$ cat src/rtl/fifo_pkg.sv
// -----------------------------------------------------------------------------
// fifo_pkg
// Shared definitions for the parametrised synchronous FIFO:
//   - ptr_w()      : pointer / count width for a given depth (address bits + wrap bit)
//   - RST_*        : reset values of the single-bit control outputs
// -----------------------------------------------------------------------------
package fifo_pkg;

    // Pointer width: AW address bits plus one wrap bit, AW = clog2(depth).
    function automatic int ptr_w(input int depth);
        return $clog2(depth) + 1;
    endfunction

    localparam logic RST_EMPTY        = 1'b1;
    localparam logic RST_FULL         = 1'b0;
    localparam logic RST_ALMOST_EMPTY = 1'b1;
    localparam logic RST_ALMOST_FULL  = 1'b0;
    localparam logic RST_RD_VALID     = 1'b0;
    localparam logic RST_ERR_FLAG     = 1'b0;

endpackage

$ cat src/rtl/fifo_mem.sv
// -----------------------------------------------------------------------------
// fifo_mem
// Simple dual-port RAM, DEPTH x WIDTH, synchronous write, registered read.
// The storage array is not reset; only the read-data register is.
// Ports:
//   clk      : clock, rising edge
//   rst      : asynchronous active-high reset of the read-data register
//   wr_en    : write strobe
//   wr_addr  : write address
//   wr_data  : write data
//   rd_en    : read strobe; rd_data loads mem[rd_addr] on the edge
//   rd_addr  : read address
//   rd_data  : registered read data, held while rd_en is low
// -----------------------------------------------------------------------------
module fifo_mem #(
    parameter int WIDTH = 9,
    parameter int DEPTH = 8
) (
    input  logic                     clk,
    input  logic                     rst,
    input  logic                     wr_en,
    input  logic [$clog2(DEPTH)-1:0] wr_addr,
    input  logic [WIDTH-1:0]         wr_data,
    input  logic                     rd_en,
    input  logic [$clog2(DEPTH)-1:0] rd_addr,
    output logic [WIDTH-1:0]         rd_data
);

    logic [WIDTH-1:0] mem [DEPTH];

    always_ff @(posedge clk) begin
        if (wr_en) begin
            mem[wr_addr] <= wr_data;
        end
    end

    // Same-address read and write in one cycle returns the old word, which is
    // exactly the oldest entry when the FIFO is full and both sides move.
    always_ff @(posedge clk or posedge rst) begin
        if (rst) begin
            rd_data <= '0;
        end else if (rd_en) begin
            rd_data <= mem[rd_addr];
        end
    end

endmodule

$ cat src/rtl/sync_fifo_param.sv
// -----------------------------------------------------------------------------
// sync_fifo_param
// Parametrised single-clock FIFO with registered read, occupancy count,
// almost-full / almost-empty thresholds and synchronous flush.
// Optional feature macro: SYNC_FIFO_ERR_EN adds sticky overflow/underflow
// flags and their err_clr input.
// Ports:
//   clk, rst        : clock (rising edge), asynchronous active-high reset
//   flush           : synchronous clear of pointers, count and rd_valid
//   wr_en, wr_data  : write request and data
//   rd_en           : read request
//   rd_data         : registered read data, held until the next accepted read
//   rd_valid        : one-cycle pulse, rd_data valid this cycle
//   full, empty     : occupancy flags
//   almost_full     : count >= AFULL_TH
//   almost_empty    : count <= AEMPTY_TH
//   count           : occupancy 0..DEPTH
//   err_clr         : clear sticky flags         (SYNC_FIFO_ERR_EN only)
//   overflow        : sticky rejected-write flag (SYNC_FIFO_ERR_EN only)
//   underflow       : sticky rejected-read flag  (SYNC_FIFO_ERR_EN only)
// -----------------------------------------------------------------------------
module sync_fifo_param
    import fifo_pkg::*;
#(
    parameter int WIDTH     = 9,
    parameter int DEPTH     = 8,
    parameter int AFULL_TH  = DEPTH - 2,
    parameter int AEMPTY_TH = 1
) (
    input  logic                   clk,
    input  logic                   rst,
    input  logic                   flush,
    input  logic                   wr_en,
    input  logic [WIDTH-1:0]       wr_data,
    input  logic                   rd_en,
    output logic [WIDTH-1:0]       rd_data,
    output logic                   rd_valid,
    output logic                   full,
    output logic                   empty,
    output logic                   almost_full,
    output logic                   almost_empty,
    output logic [$clog2(DEPTH):0] count
`ifdef SYNC_FIFO_ERR_EN
    ,
    input  logic                   err_clr,
    output logic                   overflow,
    output logic                   underflow
`endif
);

    localparam int AW = $clog2(DEPTH);
    localparam int PW = ptr_w(DEPTH);

    localparam logic [PW-1:0] DEPTH_V  = PW'(DEPTH);
    localparam logic [PW-1:0] AFULL_V  = PW'(AFULL_TH);
    localparam logic [PW-1:0] AEMPTY_V = PW'(AEMPTY_TH);

    // Elaboration-time parameter legality checks.
    if (WIDTH < 1) begin : g_bad_width
        $error("sync_fifo_param: WIDTH must be at least 1");
    end
    if (DEPTH < 2 || (DEPTH & (DEPTH - 1)) != 0) begin : g_bad_depth
        $error("sync_fifo_param: DEPTH must be a power of two, at least 2");
    end
    if (AFULL_TH < 0 || AFULL_TH > DEPTH) begin : g_bad_afull
        $error("sync_fifo_param: AFULL_TH must be within 0..DEPTH");
    end
    if (AEMPTY_TH < 0 || AEMPTY_TH > DEPTH) begin : g_bad_aempty
        $error("sync_fifo_param: AEMPTY_TH must be within 0..DEPTH");
    end

    logic [PW-1:0] wr_ptr;
    logic [PW-1:0] rd_ptr;
    logic          rd_accept;
    logic          wr_accept;

    // Wrap-bit pointers: the modular difference is the occupancy directly.
    assign count        = wr_ptr - rd_ptr;
    assign full         = (count == DEPTH_V);
    assign empty        = (count == '0);
    assign almost_full  = (count >= AFULL_V);
    assign almost_empty = (count <= AEMPTY_V);

    // Flush overrides both requests. A read frees the slot a write needs
    // when full; there is no bypass when empty.
    assign rd_accept = rd_en && !empty && !flush;
    assign wr_accept = wr_en && (!full || rd_accept) && !flush;

    always_ff @(posedge clk or posedge rst) begin
        if (rst) begin
            wr_ptr   <= '0;
            rd_ptr   <= '0;
            rd_valid <= RST_RD_VALID;
        end else if (flush) begin
            wr_ptr   <= '0;
            rd_ptr   <= '0;
            rd_valid <= 1'b0;
        end else begin
            if (wr_accept) begin
                wr_ptr <= wr_ptr + 1'b1;
            end
            if (rd_accept) begin
                rd_ptr <= rd_ptr + 1'b1;
            end
            rd_valid <= rd_accept;
        end
    end

    fifo_mem #(
        .WIDTH (WIDTH),
        .DEPTH (DEPTH)
    ) u_mem (
        .clk     (clk),
        .rst     (rst),
        .wr_en   (wr_accept),
        .wr_addr (wr_ptr[AW-1:0]),
        .wr_data (wr_data),
        .rd_en   (rd_accept),
        .rd_addr (rd_ptr[AW-1:0]),
        .rd_data (rd_data)
    );

`ifdef SYNC_FIFO_ERR_EN
    logic ovf_set;
    logic unf_set;

    // A request suppressed by flush is not counted as an error.
    assign ovf_set = wr_en && !flush && !wr_accept;
    assign unf_set = rd_en && !flush && !rd_accept;

    // A new error wins over err_clr in the same cycle.
    always_ff @(posedge clk or posedge rst) begin
        if (rst) begin
            overflow  <= RST_ERR_FLAG;
            underflow <= RST_ERR_FLAG;
        end else begin
            overflow  <= ovf_set || (overflow  && !err_clr);
            underflow <= unf_set || (underflow && !err_clr);
        end
    end
`endif

endmodule

$ cat config.mk
export PLATFORM = sky130hd
export DESIGN_NAME = sync_fifo_param
export DESIGN_NICKNAME = d
export VERILOG_FILES = /design/src/rtl/fifo_pkg.sv /design/src/rtl/fifo_mem.sv /design/src/rtl/sync_fifo_param.sv
export SDC_FILE = /design/constraint.sdc
export NUM_CORES = 1
export LEC_CHECK = 0
export ABC_AREA = 1
export CORE_ASPECT_RATIO = 1.1
export CORE_MARGIN = 10
export CORE_UTILIZATION = 45
export DETAILED_ROUTE_END_ITERATION = 10
export HOLD_SLACK_MARGIN = 0.1
export PLACE_DENSITY = 0.79
export REMOVE_ABC_BUFFERS = 1
export SLEW_MARGIN = 5
export SYNTH_ARGS = -nofsm -noshare
export SYNTH_HDL_FRONTEND = slang
export SYNTH_SLANG_ARGS = --single-unit
$ cat constraint.sdc
create_clock -name clk -period 2.84 [get_ports clk]
set_clock_uncertainty 0.2 [all_clocks]
set_input_delay 0.284 -clock clk [delete_from_list [all_inputs] [get_ports clk]]
set_output_delay 0.284 -clock clk [all_outputs]
set_load 0.05 [all_outputs]
# ---- Word-level counts from Yosys, hierarchy flattened
# Memories as Yosys holds them, arrays and structs flattened. A register that Yosys moved wholly into a read port is not among the register bits.
# Index checks and enable logic that the tools add are counted.
dict set report word_totals {
  ff_bits 9
  ram_bits 72
  in_bits 14
  out_inout_bits 18
  n_memories 1
}
dict set report op_classes {
  addsub 3
  order_cmp 2
  n_eq_ne 1
  muxes 7
  reduce_logical 11
}
# name words word_bits rd rd_ports_with_merged_regs write_ports line_no
set mem_list {}
lappend mem_list {u_mem.mem 8 9 1 1 1 fifo_mem.sv:29} ;# logic [WIDTH-1:0] mem [DEPTH];
# operator n
set ops {}
lappend ops {{$mux 4} 4}
lappend ops {{$add 4x1->4 const B} 2}
lappend ops {{$eq 4x4->1 const B} 1}
lappend ops {{$ge 4x3->1 const B} 1}
lappend ops {{$le 4x1->1 const B} 1}
lappend ops {{$logic_and 1x1->1} 4}
lappend ops {{$logic_not 4->1} 1}
lappend ops {{$reduce_bool 2->1} 2}
lappend ops {{$sub 4x4->4} 1}
lappend ops {{$logic_not 1->1} 3}
lappend ops {{$mux 1} 3}
lappend ops {{$logic_or 1x1->1} 1}

# ---- Logic depth before layout (Yosys ltp)
dict set report logic_depth {
  depth_word 10
  ltp_mapped 14
}

# ---- Hierarchy
# A second synthesis with hierarchy kept.
dict set report hier_totals {
  cells_unflattened 417
  area_unflattened_um2 4165.2
}
# module instances cells_each area_each_um2
set by_module_without_submodules {}
lappend by_module_without_submodules {fifo_mem 1 331 3457.1}
lappend by_module_without_submodules {sync_fifo_param 1 86 708.2}

# ---- Least setup slack after synthesis
# OpenSTA, ideal clock, no wires.
dict set report synth_path {
  path_kind {reg2out}
  startpoint {reg wr_ptr[0]}
  endpoint {out full}
  t_arrival_ns 3.073
  required_ns 2.356
  setup_slack_ns -0.717
  path_stages_with_launch 6
  n_path_buf 0
  cell_sequence {dfrtp_1 -> inv_1 -> ha_1 -> fa_1 -> inv_1 -> nor4_1}
}
dict set report synth_via {
  elab_chain_cells 2
}
# element line_no
set synth_rtl {}
lappend synth_rtl {{start: declaration} sync_fifo_param.sv:72} ;# logic [PW-1:0] wr_ptr;
lappend synth_rtl {{start signal: assignment} sync_fifo_param.sv:100} ;# wr_ptr <= wr_ptr + 1'b1;
lappend synth_rtl {{$sub 4x4->4} sync_fifo_param.sv:78} ;# assign count = wr_ptr - rd_ptr;
lappend synth_rtl {{via count[1]} sync_fifo_param.sv:42} ;# output logic [$clog2(DEPTH):0] count
lappend synth_rtl {{$eq 4x4->1} sync_fifo_param.sv:79} ;# assign full = (count == DEPTH_V);
lappend synth_rtl {{end: declaration} sync_fifo_param.sv:38} ;# output logic full,
# The timed path passes the listed nets, and every way through them passes these cells.

# ---- Final worst setup path
dict set report layout_path {
  startpoint {reg wr_ptr[0]}
  endpoint {out full}
}
dict set report layout_via {
  elab_chain_cells 2
}
# element line_no
set layout_rtl {}
lappend layout_rtl {{$sub 4x4->4} sync_fifo_param.sv:78}
lappend layout_rtl {{$eq 4x4->1} sync_fifo_param.sv:79}
# No other way between the ends.

==> results.py <==
metrics = {
    "outcome": {
        "status": "completed",
    },
    "routing": {
        "viasPerCell": 5.47,
        "ant_nets": 0,
        "drc": 0,
        "detailedRoute.firstPassIterationCount": 5,
        "num_vias": 2792,
        "wl_um": 9620,
        "drt-wirelength-per-cell_um": 18.9,
        "drt_iter0_markers": 396,
    },
    "flow_run": {
        "maxCapViolCount": 0,
    },
    "die": {
        "io_pins": 32,
        "coreArea_um2": 8410,
        "num_rows": 35,
        "die_y_um": 118,
        "die_area_um2": 12800,
        "dieWidth_um": 109,
        "initial_core_util_pct": 46.5,
    },
    "sta": {
        "rsz0062_at_grt": "no",
        "whs_ps": 136,
        "slew_headroom_pct": 52.0,
        "period_needed_ps": 2710,
        "period_share_pct": 95.5,
        "hold_viol": 0,
        "worst_slack_ps": 127,
        "tightest_slew_ps": 719,
        "fmax_mhz": 369,
        "setup_viol": 0,
        "slew_viol_final": 0,
    },
    "finish": {
        "final_cell_area_um2": 4740,
        "final_cell_count_no_fill": 510,
        "nFillCells": 710,
        "seqCellArea_um2": 2610,
        "drive_gt1_share_pct": 18.3,
        "multi_input_area_um2": 1150,
        "final_util_pct": 56.4,
        "antenna_cells": 0,
        "syn_to_final_growth_pct": 21.3,
        "fin_nets": 414,
    },
    "global_routing": {
        "antenna_found_initial": 0,
        "grt_max_degree": 42,
        "grt_util_all_layers_pct": 15.3,
        "grt_pass1_vias": 2737,
        "gr-total-overflow": 0,
        "grt_pass1_wl_um": 15000,
    },
    "worst_setup_path": {
        "worstPathCellList": "inv_2 -> ha_2 -> fa_1 -> inv_1 -> buf_4 -> nor4_4 -> buf_12",
        "timing.critical_path.from": "wr_ptr[0]",
        "start_kind": "flip-flop",
        "required_ps": 2360,
        "reg2reg_setup_slack_ps": 230,
        "crit_arrival_ps": 2230,
        "crit_type": "reg -> out",
        "cp_slowest_cell": "fa_1",
        "cp_slowest_stage_delay_ps": 470,
        "r2r-start": "wr_ptr[0]",
        "reg2regPathDepth": 9,
        "end_kind": "primary output",
        "worstPathMaxFanout": 6,
    },
    "place": {
        "port_buffers": 31,
        "dp_hpwl_um": 6850,
        "place_ws_ps": 209,
        "placed_cells": 494,
        "dpl-instance-area_um2": 4520,
        "place.gp.congestion": 0.921,
    },
    "clock_tree": {
        "clkSlewWorstSetupHoldPaths_ps": 90,
        "cts-buffers-inserted": 9,
        "cts-htree-levels": 3,
        "cts.sinks": 90,
        "clk_latency_ps": 370,
        "cts_root_buffer": "clkbuf_8",
        "post-cts-setup-buffers": 0,
        "cts_max_path_buffers": 2,
        "cts_tree": "built",
        "cts_hold_buf": 0,
    },
    "yosys": {
        "synth_top_area_share_pct": 55.3,
        "synthFlopType": "edfxtp_1",
        "synth_area_um2": 3910,
        "syn_area_per_cell_um2": 11.3,
        "synth-seq-cells": 90,
        "synthCells": 345,
        "synthDistinctLibCells": 29,
        "synth_area_leaders": "edfxtp_1 (55%), dfrtp_1 (12%), nand2_1 (6.1%), o21ai_0 (4.6%), nor2_1 (4.3%)",
        "yosysWarnings": 0,
        "yosys.area.top_type": "edfxtp_1",
        "synth_edf_count": 72,
        "ys_seq_area_share_pct": 66.8,
        "ys_async_sr_fraction_pct": 20.0,
    },
    "power": {
        "p_per_area_nw_per_um2": 1110,
        "p_leak_nw": 1.88,
        "ir_drop_mv": 0.589,
    },
    "min_path": {
        "hold_class": "in -> async",
    },
}
metal layers:
layer	share of wire, %	routed length (µm)	vias to the layer above	GRT usage [%]
met5	0	0	-	0
li1	-	-	1295	-
met2	49	4690	129	24.5
met3	7.4	708	16	3.45
met4	1.7	163	0	5.20
met1	42	4050	1352	19.8
layout make-up:
cell class | instances | area share, %
sequential | 90 | 55.1
multi-input combinational | 218 | 24.3
timing repair buffer | 53 | 11.7
tap | 111 | 2.93
clock buffer | 9 | 2.61
inverter | 22 | 1.79
clock inverter | 7 | 1.56
where the power goes:
part	total, mW	internal (mW)	switching, mW
logic	2.77	1.02	1.75
registers	1.62	1.55	0.0636
clock network	0.880	0.413	0.467
state kept, by name, indices dropped and copies added (netlist names):
signal and flops:
rd_valid 1, rd_ptr 4, u_mem.rd_data 9, u_mem.mem 72
wr_ptr 4
timing repair:
action | 4_1_cts | 5_1_grt
endpoints found under the setup margin | 1 | 26
gates resized for setup | 1 | 4
pin swaps | 0 | 0
cells by family after synthesis:
kind of cell | share of synthesized area (%)
fa+ha+maj | 2.11
flops | 66.8
xor+xnor | 0.896
buf+inv | 4.29
compound gates | 8.26
simple gates | 17.6
Yosys cell counts (2+ instances only):
master / count
buf_2: 2
clkbuf_1: 11
clkinv_1: 2
dfrtp_1: 18
edfxtp_1: 72
ha_1: 5
inv_1: 17
inv_2: 2
nand2_1: 64
nand2_2: 12
nand2_4: 2
nand3_1: 16
nand3_2: 2
nand4_1: 6
nor2_1: 45
o21ai_0: 36
o22ai_1: 18
xor2_1: 4
cell usage in the layout, fill, tap and decap left out, types with 2 or more instances in the layout:
cell type | netlist | routed
buf_4 | 0 | 22
clkinv_1 | 2 | 3
inv_6 | 0 | 3
nand2_2 | 12 | 12
nor2_1 | 45 | 45
clkbuf_8 | 0 | 9
inv_1 | 17 | 16
nand3_1 | 16 | 16
buf_12 | 1 | 8
edfxtp_1 | 72 | 72
o21ai_0 | 36 | 36
o22ai_1 | 18 | 18
nand2_1 | 64 | 64
clkdlybuf4s50_1 | 0 | 23
xor2_1 | 4 | 4
ha_1 | 5 | 4
nand2_4 | 2 | 2
nand4_1 | 6 | 6
nand3_2 | 2 | 2
inv_2 | 2 | 3
dfrtp_1 | 18 | 18
metrics by stage:
| step | TNS, ps | total power, mW |
|---|---|---|
| after global placement | 0 | 4.34 |
| after floorplan | -43300 | 3.20 |
| final | 0 | 5.27 |
| after detailed placement | 0 | 4.36 |
| after CTS | 0 | 5.24 |
| after global routing | 0 | 5.56 |
worst max-delay path: cells and delay by family (launching register included):
| kind | cells | cell delay [ps] |
|---|---|---|
| adder cells (fa/ha/maj) | 2 | 660 |
| buffers and inverters | 4 | 490 |
| flip-flops | 1 | 370 |
| AND/OR/NAND/NOR | 1 | 330 |
worst paths after layout:
kind	to
max in group asynchronous	wr_ptr[3]
worst min-delay path	rd_valid
worst min register to register	u_mem.rd_data[6]
min in group clk	u_mem.rd_data[6]
worst max-delay path	full
worst max register to register	u_mem.mem[3][1]
Note: power is estimated with default switching activity, not from simulation.
